File: config.mk
export PLATFORM = sky130hd
export DESIGN_NAME = trng_sampler
export DESIGN_NICKNAME = d
export VERILOG_FILES = /design/src/rtl/trng_pkg.sv /design/src/rtl/trng_synchronizer.sv /design/src/rtl/trng_sampler.sv
export SDC_FILE = /design/constraint.sdc
export NUM_CORES = 1
export LEC_CHECK = 0
export BUFFER_PORTS_ARGS = -buffer_cell sky130_fd_sc_hd__buf_2
export CAP_MARGIN = 0
export CORE_MARGIN = 8
export CORE_UTILIZATION = 40
export DETAILED_ROUTE_END_ITERATION = 10
export PLACE_DENSITY_LB_ADDON = 0.1
export SYNTH_ARGS = -nofsm -noshare
export SYNTH_HDL_FRONTEND = slang
export SYNTH_SLANG_ARGS = --single-unit
File: constraint.sdc
create_clock -name clk -period 6.2 [get_ports clk]
set_clock_uncertainty 0.1 [all_clocks]
set_input_delay 0.31 -clock clk [delete_from_list [all_inputs] [get_ports clk]]
set_output_delay 0.31 -clock clk [all_outputs]
set_load 0.05 [all_outputs]
File: src/rtl/trng_pkg.sv
// Shared definitions for the TRNG sampler: FSM state encoding and default
// warm-up / repetition-limit values.
package trng_pkg;

    typedef enum logic [1:0] {
        ST_IDLE   = 2'd0,
        ST_WARMUP = 2'd1,
        ST_RUN    = 2'd2,
        ST_FAULT  = 2'd3
    } trng_state_e;

    localparam int unsigned TRNG_WARMUP_CYCLES_DEF = 256;
    localparam int unsigned TRNG_REP_LIMIT_DEF     = 32;

endpackage

File: src/rtl/trng_synchronizer.sv
// Multi-flop synchronizer bringing one asynchronous oscillator bit into clk.
module trng_synchronizer #(
    parameter int unsigned STAGES = 2
) (
    input  logic clk,
    input  logic rst,
    input  logic async_i,
    output logic sync_o
);

    logic [STAGES-1:0] ff_q;

    always_ff @(posedge clk or posedge rst) begin
        if (rst) begin
            ff_q <= '0;
        end else begin
            ff_q <= {ff_q[STAGES-2:0], async_i};
        end
    end

    assign sync_o = ff_q[STAGES-1];

endmodule

File: src/rtl/trng_sampler.sv
// Ring-oscillator TRNG sampler: synchronize, XOR, health-test and pack raw bits
// into words. Define TRNG_VON_NEUMANN_EN to debias RUN bits with a Von Neumann corrector.
module trng_sampler
    import trng_pkg::*;
#(
    parameter int unsigned RO_COUNT      = 4,
    parameter int unsigned SYNC_STAGES   = 2,
    parameter int unsigned OUT_WIDTH     = 8,
    parameter int unsigned WARMUP_CYCLES = TRNG_WARMUP_CYCLES_DEF,
    parameter int unsigned REP_LIMIT     = TRNG_REP_LIMIT_DEF
) (
    input  logic                 clk,
    input  logic                 rst,
    input  logic                 enable,
    input  logic [RO_COUNT-1:0]  roIn,
    output logic                 roEnable,
    output logic [OUT_WIDTH-1:0] randomData,
    output logic                 randomValid,
    input  logic                 randomReady,
    output logic                 healthFail
);

    // Warm-up also spans the synchronizer flush, so no sample taken before
    // roEnable rose can reach RUN.
    localparam int unsigned WARM_LEN = WARMUP_CYCLES + SYNC_STAGES - 1;
    localparam int unsigned WW = (WARM_LEN > 1) ? $clog2(WARM_LEN) : 1;
    localparam int unsigned RW = $clog2(REP_LIMIT + 1);
    localparam int unsigned CW = $clog2(OUT_WIDTH + 1);

    logic [RO_COUNT-1:0] ro_sync;
    logic                raw_bit;

    for (genvar g = 0; g < RO_COUNT; g++) begin : g_sync
        trng_synchronizer #(.STAGES(SYNC_STAGES)) u_sync (
            .clk    (clk),
            .rst    (rst),
            .async_i(roIn[g]),
            .sync_o (ro_sync[g])
        );
    end

    assign raw_bit = ^ro_sync;

    trng_state_e          state_q, state_d;
    logic [WW-1:0]        warm_q, warm_d;
    logic [RW-1:0]        rep_q, rep_d;
    logic                 prev_q, prev_d;
    logic [OUT_WIDTH-1:0] coll_q, coll_d;
    logic [CW-1:0]        ccnt_q, ccnt_d;
    logic [OUT_WIDTH-1:0] data_q, data_d;
    logic                 valid_q, valid_d;
    logic                 fail_q, fail_d;
    logic                 roen_q, roen_d;
`ifdef TRNG_VON_NEUMANN_EN
    logic                 vn_phase_q, vn_phase_d;
    logic                 vn_first_q, vn_first_d;
`endif

    logic                 free, bit_vld, bit_val, clr;
    logic [RW-1:0]        rep_next;
    logic [OUT_WIDTH-1:0] coll_base, shifted;
    logic [CW-1:0]        cnt_base;

    always_comb begin
        state_d   = state_q;
        warm_d    = warm_q;
        rep_d     = rep_q;
        prev_d    = prev_q;
        coll_d    = coll_q;
        ccnt_d    = ccnt_q;
        data_d    = data_q;
        valid_d   = valid_q & ~randomReady;
        fail_d    = fail_q;
        roen_d    = roen_q;
`ifdef TRNG_VON_NEUMANN_EN
        vn_phase_d = vn_phase_q;
        vn_first_d = vn_first_q;
`endif
        free      = ~valid_q | randomReady;
        bit_vld   = 1'b0;
        bit_val   = 1'b0;
        clr       = 1'b0;
        rep_next  = '0;
        coll_base = coll_q;
        cnt_base  = ccnt_q;
        shifted   = '0;

        unique case (state_q)
            ST_IDLE: begin
                roen_d = 1'b0;
                if (enable) begin
                    state_d = ST_WARMUP;
                    warm_d  = '0;
                    roen_d  = 1'b1;
                end
            end
            ST_WARMUP: begin
                if (!enable) begin
                    clr = 1'b1;
                end else if (warm_q == WW'(WARM_LEN - 1)) begin
                    state_d = ST_RUN;
                    warm_d  = '0;
                end else begin
                    warm_d = warm_q + 1'b1;
                end
            end
            ST_RUN: begin
                if (!enable) begin
                    clr = 1'b1;
                end else begin
                    rep_next = (rep_q != '0 && raw_bit == prev_q) ? rep_q + 1'b1 : RW'(1);
                    rep_d    = rep_next;
                    prev_d   = raw_bit;
                    if (rep_next == RW'(REP_LIMIT)) begin
                        state_d = ST_FAULT;
                        fail_d  = 1'b1;
                        roen_d  = 1'b0;
                        valid_d = 1'b0;
                        coll_d  = '0;
                        ccnt_d  = '0;
`ifdef TRNG_VON_NEUMANN_EN
                        vn_phase_d = 1'b0;
                        vn_first_d = 1'b0;
`endif
                    end else begin
`ifdef TRNG_VON_NEUMANN_EN
                        if (!vn_phase_q) begin
                            vn_phase_d = 1'b1;
                            vn_first_d = raw_bit;
                        end else begin
                            vn_phase_d = 1'b0;
                            bit_vld    = (vn_first_q != raw_bit);
                            bit_val    = vn_first_q;
                        end
`else
                        bit_vld = 1'b1;
                        bit_val = raw_bit;
`endif
                        // A full collector drains first so the incoming bit can start the next word.
                        if (ccnt_q == CW'(OUT_WIDTH) && free) begin
                            data_d    = coll_q;
                            valid_d   = 1'b1;
                            coll_base = '0;
                            cnt_base  = '0;
                        end
                        coll_d = coll_base;
                        ccnt_d = cnt_base;
                        if (bit_vld && cnt_base != CW'(OUT_WIDTH)) begin
                            shifted = {coll_base[OUT_WIDTH-2:0], bit_val};
                            if (cnt_base == CW'(OUT_WIDTH - 1) && free) begin
                                data_d  = shifted;
                                valid_d = 1'b1;
                                coll_d  = '0;
                                ccnt_d  = '0;
                            end else begin
                                coll_d = shifted;
                                ccnt_d = cnt_base + 1'b1;
                            end
                        end
                    end
                end
            end
            ST_FAULT: begin
                roen_d  = 1'b0;
                valid_d = 1'b0;
            end
        endcase

        if (clr) begin
            state_d = ST_IDLE;
            roen_d  = 1'b0;
            warm_d  = '0;
            rep_d   = '0;
            prev_d  = 1'b0;
            coll_d  = '0;
            ccnt_d  = '0;
`ifdef TRNG_VON_NEUMANN_EN
            vn_phase_d = 1'b0;
            vn_first_d = 1'b0;
`endif
        end
    end

    always_ff @(posedge clk or posedge rst) begin
        if (rst) begin
            state_q <= ST_IDLE;
            warm_q  <= '0;
            rep_q   <= '0;
            prev_q  <= 1'b0;
            coll_q  <= '0;
            ccnt_q  <= '0;
            data_q  <= '0;
            valid_q <= 1'b0;
            fail_q  <= 1'b0;
            roen_q  <= 1'b0;
`ifdef TRNG_VON_NEUMANN_EN
            vn_phase_q <= 1'b0;
            vn_first_q <= 1'b0;
`endif
        end else begin
            state_q <= state_d;
            warm_q  <= warm_d;
            rep_q   <= rep_d;
            prev_q  <= prev_d;
            coll_q  <= coll_d;
            ccnt_q  <= ccnt_d;
            data_q  <= data_d;
            valid_q <= valid_d;
            fail_q  <= fail_d;
            roen_q  <= roen_d;
`ifdef TRNG_VON_NEUMANN_EN
            vn_phase_q <= vn_phase_d;
            vn_first_q <= vn_first_d;
`endif
        end
    end

    assign roEnable    = roen_q;
    assign randomData  = data_q;
    assign randomValid = valid_q;
    assign healthFail  = fail_q;

endmodule

# Word-level counts from Yosys, hierarchy flattened
# Index checks and enable logic that the tools add are counted.
# op_classes
mux	52
n_eq_ne	14
bitwise_logic	5
addsub	3
reduce_logical	20
# op_table
operator	n
8-bit 2-to-1 mux	10
4-bit 2-to-1 mux	10
9-bit 2-to-1 mux	4
6-bit 2-to-1 mux	4
9-bit case mux with 2 select lines	1
3-bit inequality test, second input constant	5
3-bit AND reduction	5
1-bit 2-to-1 mux	14
2-bit 2-to-1 mux	6
4-bit nonzero test	3
9-bit by 1-bit adder with 9-bit output, second input constant	1
9-bit == test, second input constant	1
6-bit by 1-bit adder with 6-bit output, second input constant	1
6-bit == test, second input constant	1
2-bit case mux with 3 select lines	1
6-bit AND reduction	1
6-bit nonzero test	1
4-bit by 1-bit adder with 4-bit output, second input constant	1
2-bit == test, second input constant	2
4-bit by 3-bit == test with 1-bit output, second input constant	1
4-bit == test, second input constant	1
4-bit inequality test, second input constant	1
2-bit nonzero test	2
4-bit parity	1
other kinds (12)	16
# word_totals
output_inout_bits	11
regBits	49

# Depth between registers and ports, before layout
# Gate-level depths: netlist of the first run.
# logic_depth
depth_word	16
ltp_mapped	8
depth_no_buf	7

# Modules after synthesis
# Synthesis of the first run repeated with hierarchy kept, for this count alone.
# hier_totals
hier_cells	254
hier_area_um2	2581.2
# modules_own_cells
module	cells_per_inst	n_inst	area_each_um2
trng_sampler	242	1	2366.0
trng_synchronizer	3	4	53.8

# Worst setup path after synthesis of the first run
# No wires, ideal clock.
# synth_timing
kind	reg2reg
from	register rep_q[0]
to	register state_q[1]
t_required_ps	6006
path_stages_with_launch	8
setup_ps	94
path_buffers	0
synth_period_minus_slack_ps	2260
arrival_time_ps	2066
setup_slack_ps	3940
cell_sequence	dfrtp_1 -> inv_1 -> ha_1 -> or3b_1 -> mux2i_2 -> o2111ai_1 -> a21o_1 -> a211oi_1
# synth_between
elab_chain_len	6
# synth_rtl
item	line	source
start: declaration	trng_sampler.sv:46	logic [RW-1:0] rep_q, rep_d;
start signal: assignment	trng_sampler.sv:203	rep_q <= rep_d;
parallel branches: the longest is 2 deep, another holds 6-bit by 1-bit adder with 6-bit output	-	
6-bit 2-to-1 mux (*)	trng_sampler.sv:111	rep_next = (rep_q != '0 && raw_bit == prev_q) ? rep_q + 1'b1 : RW'(1);
6-bit == test (*)	trng_sampler.sv:114	if (rep_next == RW'(REP_LIMIT)) begin
3-bit inequality test (no line) (*)	-	
6-bit AND reduction (no line) (*)	-	
end signal: assignment	trng_sampler.sv:201	state_q <= state_d;
end: declaration	trng_sampler.sv:44	trng_state_e state_q, state_d;
# Mark *: on every way between the ends.
# A chain may end at the register's enable or synchronous reset.

# Final worst setup path of the first run
# layout_timing
from	register rep_q[0]
to	register ccnt_q[2]
# layout_between
elab_chain_len	8
# layout_rtl
item	line	source
parallel branches: the longest is 2 deep, another holds 6-bit by 1-bit adder with 6-bit output	-	
6-bit 2-to-1 mux (*)	trng_sampler.sv:111	
6-bit == test (*)	trng_sampler.sv:114	
4-bit 2-to-1 mux (*)	trng_sampler.sv:114	
4-bit 2-to-1 mux (*)	trng_sampler.sv:108	if (!enable) begin
4-bit 2-to-1 mux (*)	trng_sampler.sv:88	unique case (state_q)
4-bit 2-to-1 mux (*)	trng_sampler.sv:169	if (clr) begin
end signal: assignment	trng_sampler.sv:206	ccnt_q <= ccnt_d;
end: declaration	trng_sampler.sv:49	logic [CW-1:0] ccnt_q, ccnt_d;
# Mark *: on every way between the ends. The select of a mux whose other input is x is not followed.

==> metrics.txt, run 1 <==
# TYPE chip_impl_metric gauge
chip_impl_metric{name="finalPower",unit="uW"} 526
chip_impl_metric{name="maximum_clock_rate",unit="MHz"} 390
chip_impl_metric{name="syn-cell-area",unit="um2"} 2600
chip_impl_info{name="ys_top_cells_by_area",value="dfrtp_1 47%, ha_1 5.3%, nand2_1 3.3%, o2bb2ai_1 3.0%, a32o_1 2.7%"} 1
chip_impl_metric{name="gr-usage-all-layers",unit=""} 0.127
chip_impl_metric{name="post_dp_cell_area",unit="um2"} 2720
chip_impl_metric{name="global_route.overflow_total",unit=""} 0
chip_impl_metric{name="worst_case_headroom_to_the_max_slew_limit",unit=""} 0.320
chip_impl_metric{name="post-route-drc-count",unit=""} 0
chip_impl_metric{name="slew_viol_final",unit=""} 0
chip_impl_metric{name="cts_resized",unit=""} 0
chip_impl_metric{name="setup_tns",unit="ns"} 0
chip_impl_metric{name="count_of_maximum_capacitance_violations",unit=""} 0
chip_impl_metric{name="die-height",unit="um"} 96.6
chip_impl_metric{name="worstPathArrival",unit="ns"} 2.63
chip_impl_metric{name="post_synth.cell_area_avg",unit="um2"} 10.5
chip_impl_metric{name="gp_congestion",unit=""} 0.773
chip_impl_metric{name="setup-violations-final",unit=""} 0
chip_impl_metric{name="grt_antenna_before_repair",unit=""} 0
chip_impl_metric{name="boundaryPins",unit=""} 19
chip_impl_metric{name="critical_path.max_fanout",unit=""} 9
chip_impl_metric{name="first_pass_grt_wire_length",unit="um"} 9300
chip_impl_info{name="result_of_the_run",value="finished, final reports clean"} 1
chip_impl_info{name="worst_setup_path_end_kind",value="register"} 1
chip_impl_metric{name="final_nets",unit=""} 285
chip_impl_metric{name="initial_core_util",unit=""} 0.411
chip_impl_metric{name="final_layout_size_suffix_gt1_frac",unit=""} 0.150
chip_impl_info{name="cts_tree",value="yes"} 1
chip_impl_info{name="dominantRegCellSynth",value="dfrtp_1"} 1
chip_impl_metric{name="antenna_cells_inserted",unit=""} 0
chip_impl_metric{name="totalWireLength",unit="um"} 5390
chip_impl_metric{name="initial_drc_count",unit=""} 71
chip_impl_info{name="synth.top_cells.by_count",value="49 x dfrtp_1, 23 x nand2_1, 14 x inv_1"} 1
chip_impl_metric{name="synth_nets",unit=""} 266
chip_impl_metric{name="vias_per_cell",unit=""} 5.47
chip_impl_metric{name="clk_path_buf_depth",unit=""} 2
chip_impl_info{name="cts_root_buffer",value="clkbuf_8"} 1
chip_impl_metric{name="critPathRequiredTime",unit="ns"} 6.26
chip_impl_metric{name="synth-edff-count",unit=""} 0
chip_impl_info{name="critical_path.startpoint_type",value="register"} 1
chip_impl_metric{name="period_share",unit=""} 0.413
chip_impl_metric{name="synth-seq-cells",unit=""} 49
chip_impl_metric{name="postSynthCellCount",unit=""} 247
chip_impl_metric{name="cts_inserted_buffers",unit=""} 5
chip_impl_metric{name="hold_violations",unit=""} 0
chip_impl_metric{name="post_cts.repair.setup_buffers",unit=""} 0
chip_impl_metric{name="worst_skew_pair.late_latency",unit="ns"} 0.30
chip_impl_metric{name="cts.hold.buffers_added",unit=""} 0
chip_impl_metric{name="dp_hpwl",unit="um"} 3720
chip_impl_info{name="post-synth-top-count-cell",value="dfrtp_1"} 1
chip_impl_metric{name="die_x",unit="um"} 96.6
chip_impl_info{name="worstSetupPathType",value="register to register"} 1
chip_impl_metric{name="cellPowerDensity",unit="nW/um2"} 185
chip_impl_metric{name="peakVddDrop",unit="uV"} 93.2
chip_impl_metric{name="dr.pass1.iters",unit=""} 4
chip_impl_metric{name="clk_transition_reported_paths",unit="ns"} 0.09
chip_impl_metric{name="yosysWarningCount",unit=""} 0
chip_impl_metric{name="layout-area-overhead-vs-synth",unit="%"} 9.20
chip_impl_metric{name="leakage",unit="nW"} 1.31
chip_impl_metric{name="die_area",unit="um2"} 9330
chip_impl_metric{name="detail_route.wl_per_cell",unit="um"} 15.7
chip_impl_metric{name="synth.distinct_cells",unit=""} 61
chip_impl_metric{name="design.core.area",unit="um2"} 6310
chip_impl_metric{name="htree_levels",unit=""} 2
chip_impl_info{name="worst_min_path_class",value="input port to asynchronous set/reset pin"} 1
chip_impl_metric{name="layout.cell_area.non_filler",unit="um2"} 2840
chip_impl_metric{name="min_period",unit="ns"} 2.56
chip_impl_metric{name="max_slew.worst_pin.slew",unit="ns"} 1.02
chip_impl_metric{name="netlist.area_leader.share",unit=""} 0.472
chip_impl_metric{name="grt_pass1_vias",unit=""} 1932
chip_impl_metric{name="num_vias",unit=""} 1881
chip_impl_metric{name="rows",unit=""} 29
chip_impl_metric{name="count_of_port_buffers_added_during_placement",unit=""} 18
chip_impl_metric{name="postSynth.asyncResetShare",unit=""} 1.00
chip_impl_metric{name="largest_net_degree_at_the_start_of_global_routing",unit=""} 50
chip_impl_metric{name="synth_seq_area_share",unit=""} 0.472
chip_impl_metric{name="antenna_violating_nets_post_route",unit=""} 0
chip_impl_info{name="synth_top_cell_by_area",value="dfrtp_1"} 1
chip_impl_info{name="unrepaired_setup_endpoints_after_global_routing",value="false"} 1
chip_impl_metric{name="cts_sinks",unit=""} 49
[worst max-delay path, stage by stage (launching register included)]
cell       delay [ns]
dfrtp_1          0.47
inv_1            0.07
ha_1             0.31
or3b_1           0.38
mux2i_2          0.19
o2111ai_1        0.42
nand2_2          0.35
o311ai_0         0.14
[cells in the final DEF (no fill, tap or decap), types with 3 or more instances in the layout]
cell type and count:
a211oi_1 3, a21oi_1 9, a22oi_1 9, a31oi_1 4
a32o_1 7, and2_1 3, and3_1 3, buf_2 18
clkbuf_1 3, clkbuf_8 5, dfrtp_1 49, dlygate4sd3_1 4
ha_1 11, inv_1 13, nand2_1 23, nand3_1 4
nand3b_1 3, nand4_1 4, nor2_1 11, nor2b_1 4
nor3_1 4, o21ai_0 13, o2bb2ai_1 9, or3_1 3
xnor2_1 4, xor2_1 4
[cells by family after synthesis]
group,share of synthesized area
buf+inv,0.0462
flops,0.472
mux,0.00915
xor+xnor,0.0419
compound gates,0.206
simple gates,0.172
fa+ha+maj,0.0530
[through the flow]
step / hold slack (ns) / util / cells / worst slack (ns)
floorplan: 0.231 / - / 247 / 3.94
global placement: 0.233 / 0.430 / 332 / 3.68
detailed placement: 0.235 / 0.430 / 332 / 3.63
CTS: 0.000162 / 0.443 / 340 / 3.62
global route: 0.265 / 0.449 / 344 / 3.43
finish: 0.150 / 0.449 / 344 / 3.64
[layer usage]
metal	share of wire	up-vias	GRT usage
li1	-	939	-
met1	0.50	922	0.164
met2	0.46	16	0.205
met3	0.025	4	0.0278
met4	0.0084	0	0.0416
met5	0	-	0
[report_power, final]
part / leakage [nW] / total, mW / switching [mW] / internal [mW]
clock network: 0.0395 / 0.183 / 0.102 / 0.0804
logic: 0.631 / 0.0205 / 0.0127 / 0.00782
registers: 0.635 / 0.323 / 0.00106 / 0.322
total: 1.31 / 0.526 / 0.116 / 0.410
[path summary, 6_finish.rpt]
kind	start	end	slack, ns	cells past startpoint
max	rep_q[0]	ccnt_q[2]	3.64	7
min in group clk	g_sync[0].u_sync.ff_q[0]	g_sync[0].u_sync.ff_q[1]	0.25	0
max reg2reg	rep_q[0]	ccnt_q[2]	3.64	7
max in group asynchronous	rst	ccnt_q[2]	5.22	2
min reg2reg	g_sync[0].u_sync.ff_q[0]	g_sync[0].u_sync.ff_q[1]	0.25	0
min	rst	g_sync[1].u_sync.ff_q[0]	0.15	2
[sequential cells by signal, indices dropped and copies added (netlist names)]
name,count
healthFail,1
ccnt_q,4
roEnable,1
prev_q,1
rep_q,6
g_sync.u_sync.ff_q,8
randomData,8
warm_q,9
coll_q,8
state_q,2
randomValid,1
[layout make-up]
cell class                 instances  area [um2]
fill                             636        3480
sequential                        49        1230
timing repair buffer              22         130
clock buffer                       8        80.1
multi-input combinational        174        1250
inverter                          14        52.6
tap                               77        96.3
(Power assumes the default switching activity.)
==> run 2, diff against run 1 <==
clock period = 2.35 ns   (was 6.2 ns; I/O delays follow)
==> metrics.txt, run 2 (same netlist as run 1, synthesis figures left out) <==
# TYPE chip_impl_metric gauge
chip_impl_info{name="result_of_the_run",value="finished, final reports clean"} 1
chip_impl_metric{name="setup_tns",unit="ns"} 0
chip_impl_info{name="globalRoute.busiestLayer",value="met2"} 1
chip_impl_metric{name="cts_sinks",unit=""} 49
chip_impl_metric{name="first_pass_grt_wire_length",unit="um"} 9130
chip_impl_metric{name="finalPower",unit="mW"} 1.50
chip_impl_metric{name="met1_usage",unit=""} 0.157
chip_impl_metric{name="layout.cell_area.non_filler",unit="um2"} 3030
chip_impl_metric{name="preCtsSetupSlack",unit="ns"} 0.0489
chip_impl_info{name="cts_root_buffer",value="clkbuf_8"} 1
chip_impl_metric{name="die-height",unit="um"} 96.6
chip_impl_metric{name="cpPeakStageDelay",unit="ns"} 0.40
chip_impl_info{name="unrepaired_setup_endpoints_after_global_routing",value="false"} 1
chip_impl_metric{name="worst_skew_pair.late_latency",unit="ns"} 0.30
chip_impl_metric{name="hold_violations",unit=""} 0
chip_impl_metric{name="clk_path_buf_depth",unit=""} 2
chip_impl_info{name="top_register",value="warm_q"} 1
chip_impl_metric{name="antenna_violating_nets_post_route",unit=""} 0
chip_impl_metric{name="worstPathArrival",unit="ns"} 2.34
chip_impl_metric{name="post-route-drc-count",unit=""} 0
chip_impl_metric{name="initial_drc_count",unit=""} 58
chip_impl_metric{name="gp_congestion",unit=""} 0.769
chip_impl_metric{name="cellPowerDensity",unit="nW/um2"} 495
chip_impl_metric{name="rows",unit=""} 29
chip_impl_info{name="worst_min_path_class",value="input port to register"} 1
chip_impl_metric{name="post_dp_cell_area",unit="um2"} 2810
chip_impl_metric{name="critPathRequiredTime",unit="ns"} 2.44
chip_impl_metric{name="fin_util",unit=""} 0.480
chip_impl_metric{name="finalNonFillerCells",unit=""} 361
chip_impl_metric{name="totalWireLength",unit="um"} 5460
chip_impl_metric{name="met2_usage",unit=""} 0.205
chip_impl_metric{name="worst_case_headroom_to_the_max_slew_limit",unit=""} 0.704
chip_impl_metric{name="hold_slack",unit="ns"} 0.173
chip_impl_info{name="timing.critical_path.cells",value="inv_1 > ha_1 > or3b_4 > mux2i_4 > o2111a_4 > buf_4 > nand2_1 > a41o_1"} 1
chip_impl_info{name="crit_slowest_cell",value="dfrtp_1"} 1
chip_impl_metric{name="count_of_maximum_capacitance_violations",unit=""} 0
chip_impl_metric{name="boundaryPins",unit=""} 19
chip_impl_metric{name="final_nets",unit=""} 303
chip_impl_metric{name="global_route.overflow_total",unit=""} 0
chip_impl_info{name="worst_setup_path_end_kind",value="register"} 1
chip_impl_metric{name="leakage",unit="nW"} 1.42
chip_impl_metric{name="clk_transition_reported_paths",unit="ns"} 0.09
chip_impl_metric{name="critical_path.max_fanout",unit=""} 4
chip_impl_info{name="final_common_cell",value="dfrtp_1"} 1
chip_impl_metric{name="final.fill_count",unit=""} 612
chip_impl_metric{name="htree_levels",unit=""} 2
chip_impl_metric{name="die_x",unit="um"} 96.6
chip_impl_metric{name="peakVddDrop",unit="uV"} 246
chip_impl_metric{name="dp_hpwl",unit="um"} 3870
chip_impl_metric{name="count_of_port_buffers_added_during_placement",unit=""} 18
chip_impl_metric{name="largest_reg_flops",unit=""} 9
chip_impl_metric{name="gr-usage-all-layers",unit=""} 0.125
chip_impl_metric{name="critPathBufInv",unit=""} 2
chip_impl_metric{name="dr.pass1.iters",unit=""} 4
chip_impl_info{name="critical_path.startpoint_type",value="register"} 1
chip_impl_metric{name="final_layout_size_suffix_gt1_frac",unit=""} 0.218
chip_impl_metric{name="worst_slack",unit="ns"} 0.101
chip_impl_metric{name="design.core.area",unit="um2"} 6310
chip_impl_metric{name="period_share",unit=""} 0.957
chip_impl_metric{name="met3_usage",unit=""} 0.0317
chip_impl_metric{name="num_vias",unit=""} 1957
chip_impl_metric{name="grt_pass1_vias",unit=""} 1861
chip_impl_metric{name="cts_inserted_buffers",unit=""} 5
chip_impl_metric{name="antenna_cells_inserted",unit=""} 0
chip_impl_metric{name="detail_route.wl_per_cell",unit="um"} 15.1
chip_impl_metric{name="layout-area-overhead-vs-synth",unit="%"} 16.6
chip_impl_metric{name="setup-violations-final",unit=""} 0
chip_impl_metric{name="largest_net_degree_at_the_start_of_global_routing",unit=""} 19
chip_impl_metric{name="die_area",unit="um2"} 9330
chip_impl_metric{name="post-place-cells",unit=""} 344
chip_impl_info{name="cpLargestDelayFamily",value="compound AO/OA/AOI/OAI gates"} 1
chip_impl_metric{name="initial_core_util",unit=""} 0.411
chip_impl_info{name="most-common-layout-cells",value="49 x dfrtp_1, 23 x nand2_1, 18 x buf_2, 17 x buf_4"} 1
chip_impl_metric{name="vias_per_cell",unit=""} 5.42
chip_impl_metric{name="min_period",unit="ns"} 2.25
chip_impl_metric{name="r2r_setup_slack",unit="ns"} 0.10
chip_impl_metric{name="slew_viol_final",unit=""} 0
chip_impl_metric{name="grt_antenna_before_repair",unit=""} 0
chip_impl_info{name="cts_tree",value="yes"} 1
chip_impl_metric{name="maximum_clock_rate",unit="MHz"} 445
chip_impl_metric{name="max_slew.worst_pin.slew",unit="ns"} 0.445
chip_impl_info{name="worstSetupPathType",value="register to register"} 1
==> run 2: power breakdown <==
group | internal (mW) | total (mW) | leakage [nW] | switching [mW]
registers | 0.849 | 0.852 | 0.635 | 0.00262
logic | 0.0240 | 0.0580 | 0.733 | 0.0340
clock network | 0.310 | 0.589 | 0.0540 | 0.279
total | 1.18 | 1.50 | 1.42 | 0.315
==> run 2: area by class of cell <==
cell class | count | area, um2 | area share
Clock buffer | 5 | 68.8 | 0.0227
Clock inverter | 2 | 35.0 | 0.0116
Inverter | 14 | 52.6 | 0.0173
Multi-Input combinational cell | 174 | 1280 | 0.423
Sequential cell | 49 | 1230 | 0.405
Tap cell | 77 | 96.3 | 0.0318
Timing Repair Buffer | 40 | 268 | 0.0884
==> run 2: path summary, 6_finish.rpt <==
check,start,to,cells after the start
max,rep_q[0],roEnable,8
min,enable,randomValid,3
max reg2reg,rep_q[0],roEnable,8
min reg2reg,g_sync[0].u_sync.ff_q[0],g_sync[0].u_sync.ff_q[1],0
max in group asynchronous,rst,coll_q[0],4
min in group asynchronous,rst,g_sync[0].u_sync.ff_q[1],3
==> run 2: worst reg2reg max path, stage by stage, from the launching register on <==
cell and delay, ns:
dfrtp_1 0.40, inv_1 0.06, ha_1 0.31, or3b_4 0.39, mux2i_4 0.17, o2111a_4 0.28
buf_4 0.12, nand2_1 0.07, a41o_1 0.25
==> run 2: routing by layer <==
layer	part of all wire	vias up
met5	0	-
met4	0.012	0
met3	0.041	5
met2	0.48	29
met1	0.47	944
li1	-	979
==> run 2: repair_timing <==
item                                    in CTS  in global routing
gates resized for setup                      0                  6
setup buffers                                0                  5
endpoints found under the setup margin       0                 12
hold buffers                                 5                  0
endpoints found under the hold margin       20                  0
